==> config.mk <==
export PLATFORM = sky130hd
export DESIGN_NAME = load_store_unit
export DESIGN_NICKNAME = d
export VERILOG_FILES = /design/src/rtl/load_store_unit_pkg.sv /design/src/rtl/load_store_unit_align.sv /design/src/rtl/load_store_unit.sv
export SDC_FILE = /design/constraint.sdc
export NUM_CORES = 1
export LEC_CHECK = 0
export ABC_AREA = 1
export CAP_MARGIN = 20
export CORE_MARGIN = 2
export CORE_UTILIZATION = 40
export DETAILED_ROUTE_END_ITERATION = 7
export GPL_TIMING_DRIVEN = 0
export PLACE_DENSITY_LB_ADDON = 0.08
export SYNTH_ARGS = -nofsm -noshare
export SYNTH_HDL_FRONTEND = slang
export SYNTH_SLANG_ARGS = --single-unit
==> constraint.sdc <==
create_clock -name clk -period 1.85 [get_ports clk]
set_clock_uncertainty 0.05 [all_clocks]
set_input_delay 0.2775 -clock clk [delete_from_list [all_inputs] [get_ports clk]]
set_output_delay 0.2775 -clock clk [all_outputs]
set_load 0.1 [all_outputs]
==> src/rtl/load_store_unit_pkg.sv <==
// Shared types and constants for the RV32I load/store unit.
package load_store_unit_pkg;

  typedef enum logic [1:0] {
    LSU_IDLE = 2'd0,
    LSU_MEM  = 2'd1,
    LSU_RESP = 2'd2
  } lsu_state_t;

  // funct3 encodings; the store forms reuse the B/H/W values
  localparam logic [2:0] F3_B  = 3'b000;
  localparam logic [2:0] F3_H  = 3'b001;
  localparam logic [2:0] F3_W  = 3'b010;
  localparam logic [2:0] F3_BU = 3'b100;
  localparam logic [2:0] F3_HU = 3'b101;

  // Major opcodes that route an instruction to this unit
  localparam logic [6:0] OP_LOAD  = 7'b0000011;
  localparam logic [6:0] OP_STORE = 7'b0100011;

  // Stores only have the signed B/H/W forms; loads add the unsigned B/H forms
  function automatic logic f3_legal(input logic is_store, input logic [2:0] f3);
    if (is_store)
      return (f3 == F3_B) || (f3 == F3_H) || (f3 == F3_W);
    else
      return (f3 == F3_B) || (f3 == F3_H) || (f3 == F3_W) ||
             (f3 == F3_BU) || (f3 == F3_HU);
  endfunction

endpackage

==> src/rtl/load_store_unit_align.sv <==
// Combinational byte-lane logic: legality, alignment, store strobes/lanes
// and load extraction for a 32-bit word bus.
module load_store_unit_align
  import load_store_unit_pkg::*;
(
  input  logic        is_store,
  input  logic [2:0]  funct3,
  input  logic [1:0]  addr_lo,
  input  logic [31:0] wdata,
  input  logic [31:0] rdata,
  output logic [3:0]  wstrb,
  output logic [31:0] wdata_lane,
  output logic [31:0] rdata_ext,
  output logic        misaligned,
  output logic        illegal
);

  logic [31:0] shifted;

  // Decode legality and natural alignment of the access size
  always_comb begin
    illegal    = !f3_legal(is_store, funct3);
    misaligned = 1'b0;
    case (funct3)
      F3_H, F3_HU: misaligned = addr_lo[0];
      F3_W:        misaligned = |addr_lo;
      default:     misaligned = 1'b0;
    endcase
  end

  // Place store data on every lane it could land in and enable the addressed bytes
  always_comb begin
    wstrb      = 4'b0000;
    wdata_lane = 32'h0000_0000;
    if (is_store) begin
      case (funct3)
        F3_B: begin
          wstrb      = 4'b0001 << addr_lo;
          wdata_lane = {4{wdata[7:0]}};
        end
        F3_H: begin
          wstrb      = addr_lo[1] ? 4'b1100 : 4'b0011;
          wdata_lane = {2{wdata[15:0]}};
        end
        F3_W: begin
          wstrb      = 4'b1111;
          wdata_lane = wdata;
        end
        default: begin
          wstrb      = 4'b0000;
          wdata_lane = 32'h0000_0000;
        end
      endcase
    end
  end

  // Shift the addressed byte/half down to bit 0 and sign- or zero-extend it
  always_comb begin
    shifted   = rdata >> {addr_lo, 3'b000};
    rdata_ext = 32'h0000_0000;
    case (funct3)
      F3_B:    rdata_ext = {{24{shifted[7]}}, shifted[7:0]};
      F3_H:    rdata_ext = {{16{shifted[15]}}, shifted[15:0]};
      F3_W:    rdata_ext = shifted;
      F3_BU:   rdata_ext = {24'h00_0000, shifted[7:0]};
      F3_HU:   rdata_ext = {16'h0000, shifted[15:0]};
      default: rdata_ext = 32'h0000_0000;
    endcase
  end

endmodule

==> src/rtl/load_store_unit.sv <==
// RV32I load/store unit: accepts one access from the core, drives a
// valid/ready word-wide memory port and returns a one-cycle response.
module load_store_unit
  import load_store_unit_pkg::*;
#(
  parameter int unsigned ADDR_W = 32,
  parameter int unsigned DATA_W = 32
) (
  input  logic              clk,
  input  logic              reset_n,
  input  logic              req_valid,
  output logic              req_ready,
  input  logic              req_is_store,
  input  logic [2:0]        req_funct3,
  input  logic [ADDR_W-1:0] req_addr,
  input  logic [DATA_W-1:0] req_wdata,
  output logic              rsp_valid,
  output logic [DATA_W-1:0] rsp_rdata,
  output logic              rsp_error,
  output logic              mem_valid,
  input  logic              mem_ready,
  output logic [ADDR_W-1:0] mem_addr,
  output logic [3:0]        mem_wstrb,
  output logic [DATA_W-1:0] mem_wdata,
  input  logic [DATA_W-1:0] mem_rdata
);

  lsu_state_t  state;
  logic [2:0]  funct3_q;
  logic [1:0]  addr_lo_q;
  logic        is_store_q;

  logic        al_is_store;
  logic [2:0]  al_funct3;
  logic [1:0]  al_addr_lo;
  logic [3:0]  al_wstrb;
  logic [31:0] al_wdata_lane;
  logic [31:0] al_rdata_ext;
  logic        al_misaligned;
  logic        al_illegal;

  assign req_ready = (state == LSU_IDLE);

  // In IDLE the lane logic looks at the live request; afterwards at the captured one
  always_comb begin
    al_is_store = is_store_q;
    al_funct3   = funct3_q;
    al_addr_lo  = addr_lo_q;
    if (state == LSU_IDLE) begin
      al_is_store = req_is_store;
      al_funct3   = req_funct3;
      al_addr_lo  = req_addr[1:0];
    end
  end

  load_store_unit_align u_align (
    .is_store   (al_is_store),
    .funct3     (al_funct3),
    .addr_lo    (al_addr_lo),
    .wdata      (req_wdata),
    .rdata      (mem_rdata),
    .wstrb      (al_wstrb),
    .wdata_lane (al_wdata_lane),
    .rdata_ext  (al_rdata_ext),
    .misaligned (al_misaligned),
    .illegal    (al_illegal)
  );

  // Access sequencer with registered memory and response outputs
  always_ff @(posedge clk) begin
    if (!reset_n) begin
      state      <= LSU_IDLE;
      funct3_q   <= 3'b000;
      addr_lo_q  <= 2'b00;
      is_store_q <= 1'b0;
      mem_valid  <= 1'b0;
      mem_addr   <= '0;
      mem_wstrb  <= 4'b0000;
      mem_wdata  <= '0;
      rsp_valid  <= 1'b0;
      rsp_error  <= 1'b0;
      rsp_rdata  <= '0;
    end else begin
      case (state)
        LSU_IDLE: begin
          rsp_valid <= 1'b0;
          if (req_valid) begin
            funct3_q   <= req_funct3;
            addr_lo_q  <= req_addr[1:0];
            is_store_q <= req_is_store;
            if (al_illegal || al_misaligned) begin
              state     <= LSU_RESP;
              rsp_valid <= 1'b1;
              rsp_error <= 1'b1;
              rsp_rdata <= '0;
            end else begin
              state     <= LSU_MEM;
              mem_valid <= 1'b1;
              mem_addr  <= {req_addr[ADDR_W-1:2], 2'b00};
              mem_wstrb <= al_wstrb;
              mem_wdata <= al_wdata_lane;
            end
          end
        end
        LSU_MEM: begin
          if (mem_ready) begin
            state     <= LSU_RESP;
            mem_valid <= 1'b0;
            rsp_valid <= 1'b1;
            rsp_error <= 1'b0;
            rsp_rdata <= is_store_q ? '0 : al_rdata_ext;
          end
        end
        LSU_RESP: begin
          state     <= LSU_IDLE;
          rsp_valid <= 1'b0;
        end
        default: begin
          state     <= LSU_IDLE;
          mem_valid <= 1'b0;
          rsp_valid <= 1'b0;
        end
      endcase
    end
  end

endmodule

## Word level (Yosys, flattened, before mapping)

Index checks and enable logic that the tools add are counted.

| cells by class | value |
|---|---|
| add/sub/neg operators | 0 |
| multiply operators | 0 |
| div/mod/pow operators | 0 |
| order comparisons | 0 |
| equality and inequality tests | 10 |
| shift operators | 2 |
| muxes and demuxes | 31 |
| bitwise gates (word level) | 2 |
| reduce and logical (&&, ||, !) cells | 16 |

Operator list:

| kind | number |
|---|---|
| 2-to-1 mux 32 bit | 5 |
| case mux 32 bit (5 select lines) | 1 |
| case mux 32 bit (3 select lines) | 1 |
| case mux 32 bit (2 select lines) | 1 |
| right shift 32 x 5 -> 32 bit | 1 |
| case mux 4 bit (3 select lines) | 1 |
| 2-to-1 mux 1 bit | 10 |
| 2-to-1 mux 2 bit | 4 |
| 2-to-1 mux 4 bit | 2 |
| AND reduction 4 bit | 2 |
| equality test 3 bit (second input constant) | 2 |
| != test 2 bit (second input constant) | 3 |
| case mux 1 bit (2 select lines) | 3 |
| logical OR 1 bit | 5 |
| case mux 2 bit (2 select lines) | 1 |
| AND reduction 2 bit | 2 |
| OR reduction 2 bit | 2 |
| left shift 1 x 2 -> 4 bit (first input constant) | 1 |
| equality test 3 x 1 -> 1 bit (second input constant) | 1 |
| equality test 3 x 2 -> 1 bit (second input constant) | 1 |
| zero test 3 bit | 1 |
| 2-to-1 mux 3 bit | 1 |
| case mux 1 bit (3 select lines) | 1 |
| AND reduction 3 bit | 1 |
| other kinds (7) | 8 |

| word-level totals | value |
|---|---|
| flip-flop bits (word level) | 109 |
| latch bits | 0 |
| RAM bits | 0 |
| memory bits (read-only) | 0 |
| input bits | 104 |
| output and inout port bits | 104 |
| word-level logic and storage cells | 72 |
| memories | 0 |

## Longest topological paths before layout

Gate-level depths: netlist of the first run.

| depth | value |
|---|---|
| word-level depth | 13 |
| depth in mapped cells | 13 |
| mapped depth without buffers | 12 |

## Cells and area by module

From an unflattened synthesis of the first run, not the netlist that was laid out.

| second synthesis, totals | value |
|---|---|
| cells, all modules | 971 |
| area, all modules | 6087.1 um^2 |

By module, submodules not included:

| module | instances | cells each | area an instance (um^2) | seq. area each (um^2) |
|---|---|---|---|---|
| load_store_unit | 1 | 636 | 4611.9 | 2182.1 |
| load_store_unit_align | 1 | 335 | 1475.2 | 0.0 |

## Worst setup path after synthesis of the first run

OpenSTA, ideal clock, no wires.

| path | value |
|---|---|
| path kind | register to register |
| from | register state[1] |
| to | register mem_addr[18] |
| library setup time | 0.141 ns |
| arrival | 1.793 ns |
| slack | -0.133 ns |
| cell stages (with the launch flop) | 12 |
| buffers on the path | 3 |
| period minus slack after synthesis | 1.983 ns |
| path through | dfxtp_1 nor2_4 buf_6 o21ai_1 nand2_1 nand2_1 nor2_2 nand3_2 buf_4 buf_4 nand2_1 a21oi_2 |

| on the way | value |
|---|---|
| word-level cells in the longest chain between the ends | 12 |
| elaborated cells between the ends (all ways) | 21 |

RTL lines:

| element | line | text |
|---|---|---|
| start, declared | load_store_unit.sv:28 | `lsu_state_t state;` |
| start signal, assigned | load_store_unit.sv:72 | `state <= LSU_IDLE;` |
| start signal, assigned | load_store_unit.sv:92 | `state <= LSU_RESP;` |
| start signal, assigned | load_store_unit.sv:97 | `state <= LSU_MEM;` |
| zero test 2 bit * | n/a |  |
| named net req_ready | load_store_unit.sv:12 | `output logic req_ready,` |
| 2-to-1 mux 3 bit | load_store_unit.sv:49 | `if (state == LSU_IDLE) begin` |
| equality test 3 x 1 -> 1 bit / zero test 3 bit (equally long branches) | load_store_unit_pkg.sv:24, load_store_unit_pkg.sv:26, load_store_unit_align.sv:24 |  |
| logical OR 1 bit (2 in series) | load_store_unit_pkg.sv:24, load_store_unit_pkg.sv:26 |  |
| logical OR 1 bit | load_store_unit_pkg.sv:26 | `return (f3 == F3_B) \|\| (f3 == F3_H) \|\| (f3 == F3_W) \|\|` |
| logical OR 1 bit | load_store_unit_pkg.sv:27 | `(f3 == F3_BU) \|\| (f3 == F3_HU);` |
| 2-to-1 mux 1 bit | load_store_unit_pkg.sv:23 | `if (is_store)` |
| zero test 1 bit | load_store_unit_align.sv:22 | `illegal = !f3_legal(is_store, funct3);` |
| logical OR 1 bit | load_store_unit.sv:91 | `if (al_illegal \|\| al_misaligned) begin` |
| inverter 1 bit (no source line) | n/a |  |
| AND reduction 3 bit (no source line) * | n/a |  |
| end signal, assigned | load_store_unit.sv:99 | `mem_addr <= {req_addr[ADDR_W-1:2], 2'b00};` |
| end, declared | load_store_unit.sv:22 | `output logic [ADDR_W-1:0] mem_addr,` |

Mark *: on every way through the listed nets, which the timed path passes. The rest lies on a longest branch.
A chain may end at the register's enable or synchronous reset.

## Worst setup path after layout of the first run

| path | value |
|---|---|
| from | register state[1] |
| to | register rsp_rdata[25] |

| on the way | value |
|---|---|
| word-level cells in the longest chain between the ends | 12 |
| elaborated cells between the ends (all ways) | 30 |

RTL lines:

| element | line | text |
|---|---|---|
| branches (longest 12 deep; another with right shift 32 x 5 -> 32 bit) | n/a |  |
| end signal, assigned | load_store_unit.sv:111 | `rsp_rdata <= is_store_q ? '0 : al_rdata_ext;` |
| end, declared | load_store_unit.sv:18 | `output logic [DATA_W-1:0] rsp_rdata,` |

Several ways; the timed one is not identified. The select of a mux whose other input is x is not followed.

==> results of run 1 <==
## critical path, stage by stage, from the launching register on
cell and delay [ns]:
dfxtp_4 0.37, nor2_4 0.19, buf_12 0.15, buf_8 0.12, nand2_4 0.05, o21ai_4 0.07, nand2_2 0.09, nand2_2 0.10
nor2_4 0.06, nand3_4 0.11, nand2_8 0.10, buf_12 0.15, buf_16 0.14, a21oi_4 0.11, nor2_1 0.05
## synth_stat cells (2+ instances only)
cell type,n
nand2_2,5
or2_2,2
buf_2,20
a21oi_1,80
nand2_1,383
inv_1,85
or2_0,3
o21ai_1,4
buf_4,7
inv_2,3
nand3_2,5
dfxtp_1,109
buf_6,5
nand3_1,49
o21ai_0,34
clkbuf_1,19
a21oi_2,12
nor2_1,77
## power by group
group          internal [mW]  switching [mW]
Combinational           3.96            9.12
Clock                   1.06           0.946
Sequential              3.01           0.370
## worst paths after layout
path,start,endpoint,slack [ns],cells past startpoint
hold / removal,reset_n,addr_lo_q[0]$_SDFFE_PN0P_,0.31,3
setup / recovery,state[1]$_SDFFE_PN0P_,rsp_rdata[25]$_SDFFE_PN0P_,-0.18,14
setup reg to reg,state[1]$_SDFFE_PN0P_,rsp_rdata[25]$_SDFFE_PN0P_,-0.18,14
hold reg to reg,rsp_error$_SDFFE_PN0P_,rsp_error$_SDFFE_PN0P_,0.40,2
## routing by layer
metal  part of all wire [%]  routed length (µm)  vias up  global-route usage (%)
met4                    2.5                 511        0                    8.66
met3                    7.5                1530       41                    6.55
met2                     48                9850      262                    45.2
met5                      0                   0        -                       0
met1                     42                8540     3033                    32.5
li1                       -                   -     3339                       -
## final cells by class
| cell class | count | area share (%) |
|---|---|---|
| Inverter | 90 | 3.73 |
| Tap cell | 180 | 2.38 |
| Multi-Input combinational cell | 669 | 36.0 |
| Clock buffer | 9 | 2.38 |
| Clock inverter | 6 | 0.740 |
| Timing Repair Buffer | 243 | 26.9 |
| Buffer | 50 | 4.77 |
| Sequential cell | 109 | 23.1 |
## through the flow
step                worst slack [ns]  hold slack (ns)  utilization, %
floorplan                    0.00465            0.370               -
global placement              -0.561            0.389            57.7
detailed placement            -0.548            0.391            57.7
CTS                           -0.123            0.306            66.4
global route                  -0.254            0.353            68.2
finish                        -0.183            0.315            68.2
## cell families after synthesis
| family | after synthesis | synth area share, % |
|---|---|---|
| buf+inv | 142 | 10.9 |
| flops | 109 | 38.3 |
| compound gates | 134 | 12.9 |
| other cells | 1 | 0.0658 |
| simple gates | 532 | 37.8 |
## registers in the layout, indices dropped and copies added, names as in the netlist, 2 cells and up
signal     count
mem_wdata     32
rsp_rdata     32
mem_addr      30
mem_wstrb      4
funct3_q       3
addr_lo_q      2
state          2
## repair_timing
item	CTS	global route
pin swaps	25	18
setup buffers	28	6
gates resized for setup	445	87
endpoints found under the setup margin	204	109
cloned	5	1
hold buffers	0	0
==> results by group, run 1 <==
Cells and area
  • Commonest non-fill, non-tap cells in the layout: nand2_1 (345), dfxtp_1 (107), clkdlybuf4s50_1 (102)
  • Post-route insts no fill: 1356
  • Layout cells sized above 1: 27.9%
  • Register Area: 2190 µm²
  • Fillers: about 1.2k
  • Antenna Cells: 0
  • Final non-filler cell area: 9470 µm²
  • Layout area overhead: 66.0%
  • Most common cell after layout, fill and taps aside: nand2_1
  • NumNets Final: roughly 1.3k
  • Multi-input logic area: 3410 µm²

Setup path
  • Worst setup EP type: register
  • Critical path arrival: between 2 and 2.5 ns
  • Startpoint types: register
  • Worst EP required: 2.06 ns
  • CP Max Fanout: 7
  • Critical path class: reg -> reg

Clock tree
  • Clock latency on the worst-skew pair: roughly 0.36 ns
  • CTS Buf Count: 9
  • Clock sink total: 109
  • H-tree depth: 3
  • Root buffer cell: clkbuf_16
  • CTS tree: yes
  • Max Buffers Root-to-Sink: 2
  • Clock slew seen by the registers of the worst setup and hold paths: approximately 0.07 ns

Logic synthesis
  • Sequential area share after synthesis: around two fifths
  • Cells after Synth: about 900
  • Primary FF master, synth: dfxtp_1
  • Distinct cells, synth: 34
  • Synth Warn #: 0
  • Synth top area share: around two fifths
  • Post-synthesis register bit count: approximately 110
  • Cell area after synthesis: 5700 µm²
  • Post-synth EDFFs: 0
  • Syn Area/Cell: between 6 and 7 µm²
  • Asr flop ratio synth: 0%
  • Synth area leader: dfxtp_1
  • Top cells by area, synth: dfxtp_1 (38%), nand2_1 (25%), a21oi_1 (7.0%)

GRT
  • Largest net degree at the start of global routing: 19
  • First-pass GRT wire length: between 30 and 40 mm
  • GRT Overall Usage: a little over a quarter
  • Total congestion overflow: 0
  • Initial antenna violation count: 0
  • Vias in the first global route: approximately 6.3k

STA
  • Final number of hold-violating endpoints: 0
  • Max_slew headroom: 52.3%
  • Post-layout min period: around 2.0 ns
  • Sum Neg Setup Slack: -11.41 ns
  • Final worst-path cycle share: 110%
  • RSZ-0062 raised after global routing: true
  • Fmax: between 400 and 500 MHz
  • Worst Tran Pin Value: between 0.7 and 0.8 ns
  • Final Setup Violations: 100
  • PnR worst setup slack: -0.183 ns
  • Slew Viols, Final: 0

Place
  • DP Cell Count: around 1.3k
  • GPL Wtd Cong: ~0.94
  • Port Buffers: between 200 and 250
  • Final HPWL DP: ~14 mm
  • Area after DPL: 8010 µm²

Floorplan
  • Initial Utilization: about two fifths
  • Core Area: about 14000 µm²
  • Ports: 208
  • Die ar.: 15200 µm²
  • Die W: 123 µm
  • Site Rows: 43
  • Die height: about 120 µm

Detailed routing
  • Residual DRC: 0
  • First drt pass iteration count: 5
  • DRT Wirelength: about 20 mm
  • DR vias: between 6k and 7k
  • Via density: around 4.9
  • Avg WL per Cell: between 15 and 20 µm
  • Antenna Nets Post-Route: 0
  • Iteration-0 DRC Markers: 470

Outcome
  • Failing checks: negative setup slack
  • Status: finished, violations left

Power
  • Leak pwr: roughly 4.1 nW
  • Pwr dens: ~1900 nW/µm²
  • Worst IR Drop VDD: 1.34 mV
  • Final Total Pwr: approximately 18 mW

Run
  • Max cap viols: 0

Hold path
  • Hold Crit Class: in -> reg
No activity file was read; power rests on OpenSTA's default activity.
==> inputs of run 2 (changes only) <==
--- a/config.mk
+++ b/config.mk
@@ -6,6 +6,7 @@
 export NUM_CORES = 1
 export LEC_CHECK = 0
 export ABC_AREA = 1
+export ABC_CLOCK_PERIOD_IN_PS = 1850
 export CAP_MARGIN = 20
 export CORE_MARGIN = 2
 export CORE_UTILIZATION = 40
==> results of run 2 <==
Same layout as run 1: the final DEF is identical, and so are final timing and power.
